### config.mk
export PLATFORM = sky130hd
export DESIGN_NAME = transmitter
export DESIGN_NICKNAME = d
export VERILOG_FILES = /design/src/rtl/transmitter.sv
export SDC_FILE = /design/constraint.sdc
export NUM_CORES = 1
export LEC_CHECK = 0
export CAP_MARGIN = 20
export CORE_MARGIN = 3
export CORE_UTILIZATION = 55
export DETAILED_ROUTE_END_ITERATION = 6
export HOLD_SLACK_MARGIN = 0.02
export PLACE_DENSITY = 0.94
export SYNTH_ARGS = -nofsm -noshare
export SYNTH_HDL_FRONTEND = slang
export SYNTH_SLANG_ARGS = --single-unit
### constraint.sdc
create_clock -name sys_clk -period 7.72 [get_ports sys_clk]
set_input_delay 1.544 -clock sys_clk [delete_from_list [all_inputs] [get_ports sys_clk]]
set_output_delay 1.544 -clock sys_clk [all_outputs]
set_load 0.02 [all_outputs]
### src/rtl/transmitter.sv
// TX DMA engine: walks length-prefixed frame records in the host TX ring and
// streams their payload into the PHY TX FIFO using the 18-bit flag/byte framing.
module transmitter #(
    parameter int ADDR_W  = 14,
    parameter int MIN_LEN = 14,
    parameter int MAX_LEN = 1518
) (
    input  logic              sys_clk,
    input  logic              sys_rst,
    output logic              sys_intr,
    output logic [ADDR_W-2:0] mem_addr,
    output logic              mem_rd_en,
    input  logic [15:0]       mem_dout,
    output logic [17:0]       phy_din,
    output logic              phy_wr_en,
    input  logic              phy_full,
    input  logic              tx_enable,
    input  logic [ADDR_W-2:0] tx_wr_ptr,
    output logic [ADDR_W-2:0] tx_rd_ptr,
    output logic [7:0]        tx_count,
    output logic [7:0]        tx_err_count
);
    localparam int PW = ADDR_W - 1;

    typedef enum logic [2:0] {IDLE, HDR, DATA, EOF, FIN} state_t;
    state_t state;

    logic          armed;
    logic [11:0]   rd_cnt;
    logic          sent;
    logic          vld_p0;
    logic          last_p0;
    logic [11:0]   len_p0;
    logic [PW-1:0] rd_addr;

    logic [11:0]   hdr_len;
    logic          hdr_bad;
    logic [12:0]   len_plus;
    logic [11:0]   nwords;
    logic          start;
    logic          data_rd;
    logic          eof_wr;
    logic [PW-1:0] next_ptr;

    function automatic logic [17:0] fmt_word(input logic [15:0] d, input logic half);
        fmt_word = half ? {2'b10, d[15:8], 8'h00} : {2'b11, d};
    endfunction

    // Header word plus payload rounded up to 8 bytes, expressed in 16-bit words.
    function automatic logic [PW-1:0] record_words(input logic [11:0] len);
        logic [12:0] blocks;
        blocks = ({1'b0, len} + 13'd7) >> 3;
        record_words = PW'({blocks + 13'd1, 2'b00});
    endfunction

    // Read strobe and PHY write are decoded from state so that BRAM data lands
    // exactly one cycle after the strobe and goes straight to the FIFO.
    always_comb begin
        hdr_len   = {mem_dout[3:0], mem_dout[15:8]};
        hdr_bad   = (hdr_len < 12'(MIN_LEN)) || (hdr_len > 12'(MAX_LEN));
        len_plus  = {1'b0, len_p0} + 13'd1;
        nwords    = len_plus[12:1];
        start     = armed && (state == IDLE) && tx_enable && (tx_rd_ptr != tx_wr_ptr);
        data_rd   = (state == DATA) && !phy_full && (rd_cnt < nwords);
        eof_wr    = (state == EOF) && !phy_full;
        next_ptr  = tx_rd_ptr + record_words(len_p0);
        mem_rd_en = start || data_rd;
        mem_addr  = (state == DATA) ? rd_addr : tx_rd_ptr;
        phy_wr_en = vld_p0 || eof_wr;
        phy_din   = vld_p0 ? fmt_word(mem_dout, last_p0 && len_p0[0]) : 18'd0;
    end

    always_ff @(posedge sys_clk or negedge sys_rst) begin
        if (!sys_rst) begin
            state        <= IDLE;
            armed        <= 1'b0;
            rd_cnt       <= '0;
            sent         <= 1'b0;
            vld_p0       <= 1'b0;
            last_p0      <= 1'b0;
            sys_intr     <= 1'b0;
            tx_rd_ptr    <= '0;
            tx_count     <= '0;
            tx_err_count <= '0;
        end else begin
            armed    <= 1'b1;
            sys_intr <= 1'b0;
            // p0: BRAM read issued this cycle, data presented to the PHY next cycle
            vld_p0   <= data_rd;
            last_p0  <= data_rd && (rd_cnt == nwords - 12'd1);
            case (state)
                IDLE: begin
                    if (start) state <= HDR;
                end
                HDR: begin
                    rd_cnt <= '0;
                    if (hdr_bad) begin
                        tx_err_count <= tx_err_count + 8'd1;
                        sent         <= 1'b0;
                        state        <= FIN;
                    end else begin
                        sent  <= 1'b1;
                        state <= DATA;
                    end
                end
                DATA: begin
                    if (data_rd) rd_cnt <= rd_cnt + 12'd1;
                    if (vld_p0 && last_p0) state <= EOF;
                end
                EOF: begin
                    if (!phy_full) state <= FIN;
                end
                FIN: begin
                    tx_rd_ptr <= next_ptr;
                    if (sent) begin
                        tx_count <= tx_count + 8'd1;
                        sys_intr <= tx_enable;
                    end
                    state <= IDLE;
                end
                default: state <= IDLE;
            endcase
        end
    end

    // Record length and payload address carry no reset; they are reloaded in HDR.
    always_ff @(posedge sys_clk) begin
        if (state == HDR) begin
            len_p0  <= hdr_len;
            rd_addr <= tx_rd_ptr + PW'(4);
        end else if (data_rd) begin
            rd_addr <= rd_addr + PW'(1);
        end
    end

endmodule

Word-level counts from Yosys, hierarchy flattened
Index checks and enable logic that the tools add are counted.
- mux-type cells: 15
- magnitude comparators: 3
- reductions and logical operators: 20
- add/sub/neg operators: 10
- equal/unequal tests: 10
- operators by type and width (operator ; number):
    $mux W13 ; 3
    $pmux W12 S2 ; 1
    $mux W18 ; 1
    $mux W17 ; 1
    $add A8 B1 Y8 const B ; 2
    $add A12 B1 Y13 const B ; 1
    $add A12 B3 Y13 const B ; 1
    $add A13 B1 Y13 const B ; 1
    $add A13 B13 Y13 ; 1
    $add A13 B3 Y13 const B ; 1
    $ne A13 B13 Y1 ; 1
    $add A12 B1 Y12 const B ; 1
    $eq A12 B12 Y1 ; 1
    $gt A12 B11 Y1 const B ; 1
    $lt A12 B12 Y1 ; 1
    $lt A12 B4 Y1 const B ; 1
    $mux W12 ; 1
    $mux W3 ; 4
    $pmux W3 S4 ; 1
    $sub A12 B1 Y12 const B ; 1
    $add A10 B1 Y11 const B ; 1
    $logic_and A1 B1 Y1 ; 9
    $eq A3 B2 Y1 const B ; 2
    $ne A2 B2 Y1 const B ; 3
    other kinds (10) ; 17
- register bits after elaboration: 74
- input bits: 33
- output and inout port bits: 63
- word-level logic and storage cells: 70

Depth between registers and ports, before layout
- depth after elaboration: 6
- mapped depth: 17
- gate-level depth less buffers: 17

Least setup slack after synthesis
No wires, ideal clock.
- path kind: input -> output
- start: in phy_full
- end: out mem_rd_en
- cell stages on the path: 4
- buffers on the path: 0
- setup slack: 3.298 ns
- required time: 6.176 ns
- data arrival time: 2.878 ns
- cells stage by stage: nand2b_1 -> nor4_1 -> nand3_1 -> nand2_1
- word-level cells in the longest chain between the ends: 4
- ends and longest elaborated chain (item ; RTL line ; text):
    start: declaration ; 16 ; input logic phy_full,
    $logic_not A1 Y1 ; -- ;
    $logic_and A1 B1 Y1 (2 in a row) ; 64 ; data_rd = (state == DATA) && !phy_full && (rd_cnt < nwords);
    $logic_or A1 B1 Y1 ; 67 ; mem_rd_en = start || data_rd;
    end: declaration ; 12 ; output logic mem_rd_en,
Every way passes these cells.

Worst setup path after layout
- start: reg len_p0[0]
- end: out mem_rd_en
- word-level cells in the longest chain between the ends: 4
- ends and longest elaborated chain (item ; RTL line ; text):
    start: declaration ; 33 ; logic [11:0] len_p0;
    start signal: assignment ; 129 ; len_p0 <= hdr_len;
    $add A12 B1 Y13 ; 61 ; len_plus = {1'b0, len_p0} + 13'd1;
    $lt A12 B12 Y1 ; 64 ;
    $logic_and A1 B1 Y1 ; 64 ;
    $logic_or A1 B1 Y1 ; 67 ;
Every way passes these cells.

==> results.json <==
{
  "maxSlewHeadroom_pct": 32.4,
  "pwr-share-seq_pct": 33.7,
  "antenna_left": 0,
  "grt_setup_unrepaired": "no",
  "synth.distinct_cells": 60,
  "yosys-top-cells-area": "dfrtp_1 (22%), edfxtp_1 (14%), xnor2_1 (9.3%), ha_1 (7.3%), xor2_1 (6.1%)",
  "gr-total-overflow": 0,
  "clockRootBuffer": "clkbuf_8",
  "ctsResizeCount": 0,
  "dp_slack_ns": 2.02,
  "p_clk_share_pct": 13.2,
  "port_buffers": 93,
  "critPathRequiredTime_ns": 6.18,
  "p_sw_uw": 1010,
  "yosysMostFrequentCell": "nand2_1",
  "critPathTopFamily": "simple AND/OR/NAND/NOR gates",
  "cp_max_fo": 10,
  "syn_area_mm2": 0.00546,
  "p_sw_share_pct": 46.1,
  "h-tree-depth": 3,
  "diodes": 0,
  "status": "completed",
  "yosysTopAreaCell": "dfrtp_1",
  "ir_drop_mv": 0.192,
  "design.die.area_mm2": 0.0112,
  "slew_viol_final": 0,
  "fmax_mhz": 169,
  "yosys_most_used_dff": "dfrtp_1",
  "core_area_mm2": 0.00946,
  "clk_pin_slew_ns": 0.09,
  "avgViaCountPerCell": 6.19,
  "post_cts_buffers": 0,
  "intPower_uw": 1180,
  "cpMaxStageDelayCell": "nor4_1",
  "gp_congestion": 0.892,
  "vias": 5019,
  "crit_buf_inv": 1,
  "pwr_density_cell_mw_per_mm2": 332,
  "synthArstFlopShare_pct": 65.3,
  "worst_ep_arrival_time_ns": 4.36,
  "layout_setup_ws_ns": 1.81,
  "clock_path_buffers": 2,
  "period_needed_ns": 5.91,
  "area_growth_pct": 21.4,
  "startpoint": "len_p0[0]",
  "drcViolationCount": 0,
  "rows": 35,
  "grt_pass1_vias": 5056,
  "maxCapViolCount": 0,
  "ys_top_cells_by_count": "nand2_1 (67), xnor2_1 (58), dfrtp_1 (47)",
  "synth.avg_cell_area_um2": 9.09,
  "hold_violations": 0,
  "yosysWarnings": 0,
  "pwr-share-comb_pct": 53.1,
  "track_usage_pct": 27.8,
  "nets": 743,
  "drt_wl_total_um": 15700,
  "cts_sinks": 72,
  "postCtsHoldBufs": 0,
  "finalSetupViolations": 0,
  "tns_ns": 0,
  "yosysSeqAreaShare_pct": 35.3,
  "grt_pass1_wl_um": 25000,
  "holdCritStartpoint": "tx_count[7]",
  "die_x_um": 106,
  "detail_route.wl_per_cell_um": 19.3,
  "max_slew.worst_pin.slew_ns": 1.01,
  "max_stage_delay_ns": 0.82,
  "crit_chain": "ha_1 -> nand2_1 -> nor3_1 -> nand3_1 -> ha_1 -> nor4_1 -> nand3_1 -> nand2_1 -> clkdlybuf4s50_1",
  "fin_crit_sh_pct": 76.5,
  "cp-end-kind": "output pin",
  "cts_tree": "done",
  "start_util_pct": 57.7,
  "num_io_pins": 96,
  "place_hpwl_um": 11500,
  "fin_worst_skew_ns": 0.0138,
  "drive_above_1_share_pct": 6.89,
  "dr.pass1.iters": 5,
  "criticalPathCategory": "flop to output pin",
  "hp-class": "flop to flop",
  "grt_max_degree": 48,
  "synth.top_cell.area_share_pct": 21.5,
  "antenna_found_initial": 0,
  "synth_cells": 601,
  "first_iter_violations": 407,
  "synth_edf_count": 25,
  "numCtsBuffers": 9,
  "regToRegStartpoint": "len_p0[0]",
  "clk_latency_ns": 0.36,
  "fp.dieH_um": 106,
  "start_kind": "flop",
  "leakagePower_uw": 0.00265,
  "ys_ff_latch": 72
}
==> metal layers <==
| metal | vias up | routed length (µm) | global-route usage [%] |
|---|---|---|---|
| met5 | - | 0 | 0 |
| met4 | 0 | 686 | 13.9 |
| met3 | 72 | 994 | 4.59 |
| met2 | 261 | 7940 | 48.9 |
| met1 | 2412 | 6070 | 32.8 |
| li1 | 2274 | - | - |
==> sequential cells by signal, indices dropped and copies added, names as in the netlist <==
name / cells
sent: 1
vld_p0: 1
last_p0: 1
armed: 1
rd_addr: 13
sys_intr: 1
tx_count: 8
rd_cnt: 12
len_p0: 12
state: 3
tx_rd_ptr: 11
tx_err_count: 8
==> worst paths after layout <==
check,end,slack (ns),cells past startpoint
setup / recovery,mem_rd_en,1.81,9
hold / removal,tx_count[7],0.49,1
hold reg to reg,tx_count[7],0.49,1
min in group asynchronous,rd_cnt[4],1.07,1
max in group asynchronous,sys_intr,6.15,2
setup reg to reg,rd_addr[11],3.55,8
==> through the flow <==
step                      hold WS, ns  instances  total power, µW  utilization (%)  instance area (µm²)
after CTS                       0.493        809             2180             69.7                 6600
after floorplan                 0.456        602             1460                -                 5470
after global routing            0.516        811             2330             70.1                 6630
after global placement          0.463        793             1810             67.8                 6410
after detailed placement        0.476        793             1870             67.8                 6410
final                           0.490        811             2200             70.1                 6630
==> cells in the final DEF, fill, tap and decap left out, drive strengths merged, types with 22 or more instances in the layout <==
master,netlist,routed
clkdlybuf4s50,0,92
dfrtp,47,47
o21ai,26,26
ha,32,32
and2,22,22
inv,21,26
xor2,38,38
edfxtp,25,25
nor2,31,31
nand2,69,69
xnor2,58,58
nand3,30,30
==> kinds of logic (layout without fill, tap and decap cells) <==
family / Yosys count / in the layout / share of synthesized area (%)
compound gates: 90 / 90 / 11.1
xor+xnor: 96 / 96 / 15.4
fa+ha+maj: 33 / 33 / 7.70
buf+inv: 52 / 132 / 4.12
flops: 72 / 72 / 35.3
mux: 16 / 16 / 3.30
other cells: 2 / 3 / 0.138
simple gates: 240 / 240 / 23.0
==> area by class of cell <==
type / instances / area, µm²
multi-input combinational: 478 / 3320
fill: 663 / 2830
sequential: 72 / 1930
timing repair buffer: 95 / 961
tap: 129 / 161
clock buffer: 9 / 124
inverter: 21 / 78.8
clock inverter: 7 / 60.1
==> power groups by stage <==
stage               clock network [µW]  registers, µW  logic (µW)
floorplan                            0            688         775
global placement                     0            726        1080
detailed placement                   0            738        1140
CTS                                290            732        1150
global route                       304            757        1270
finish                             289            741        1170
(Power assumes the default switching activity.)
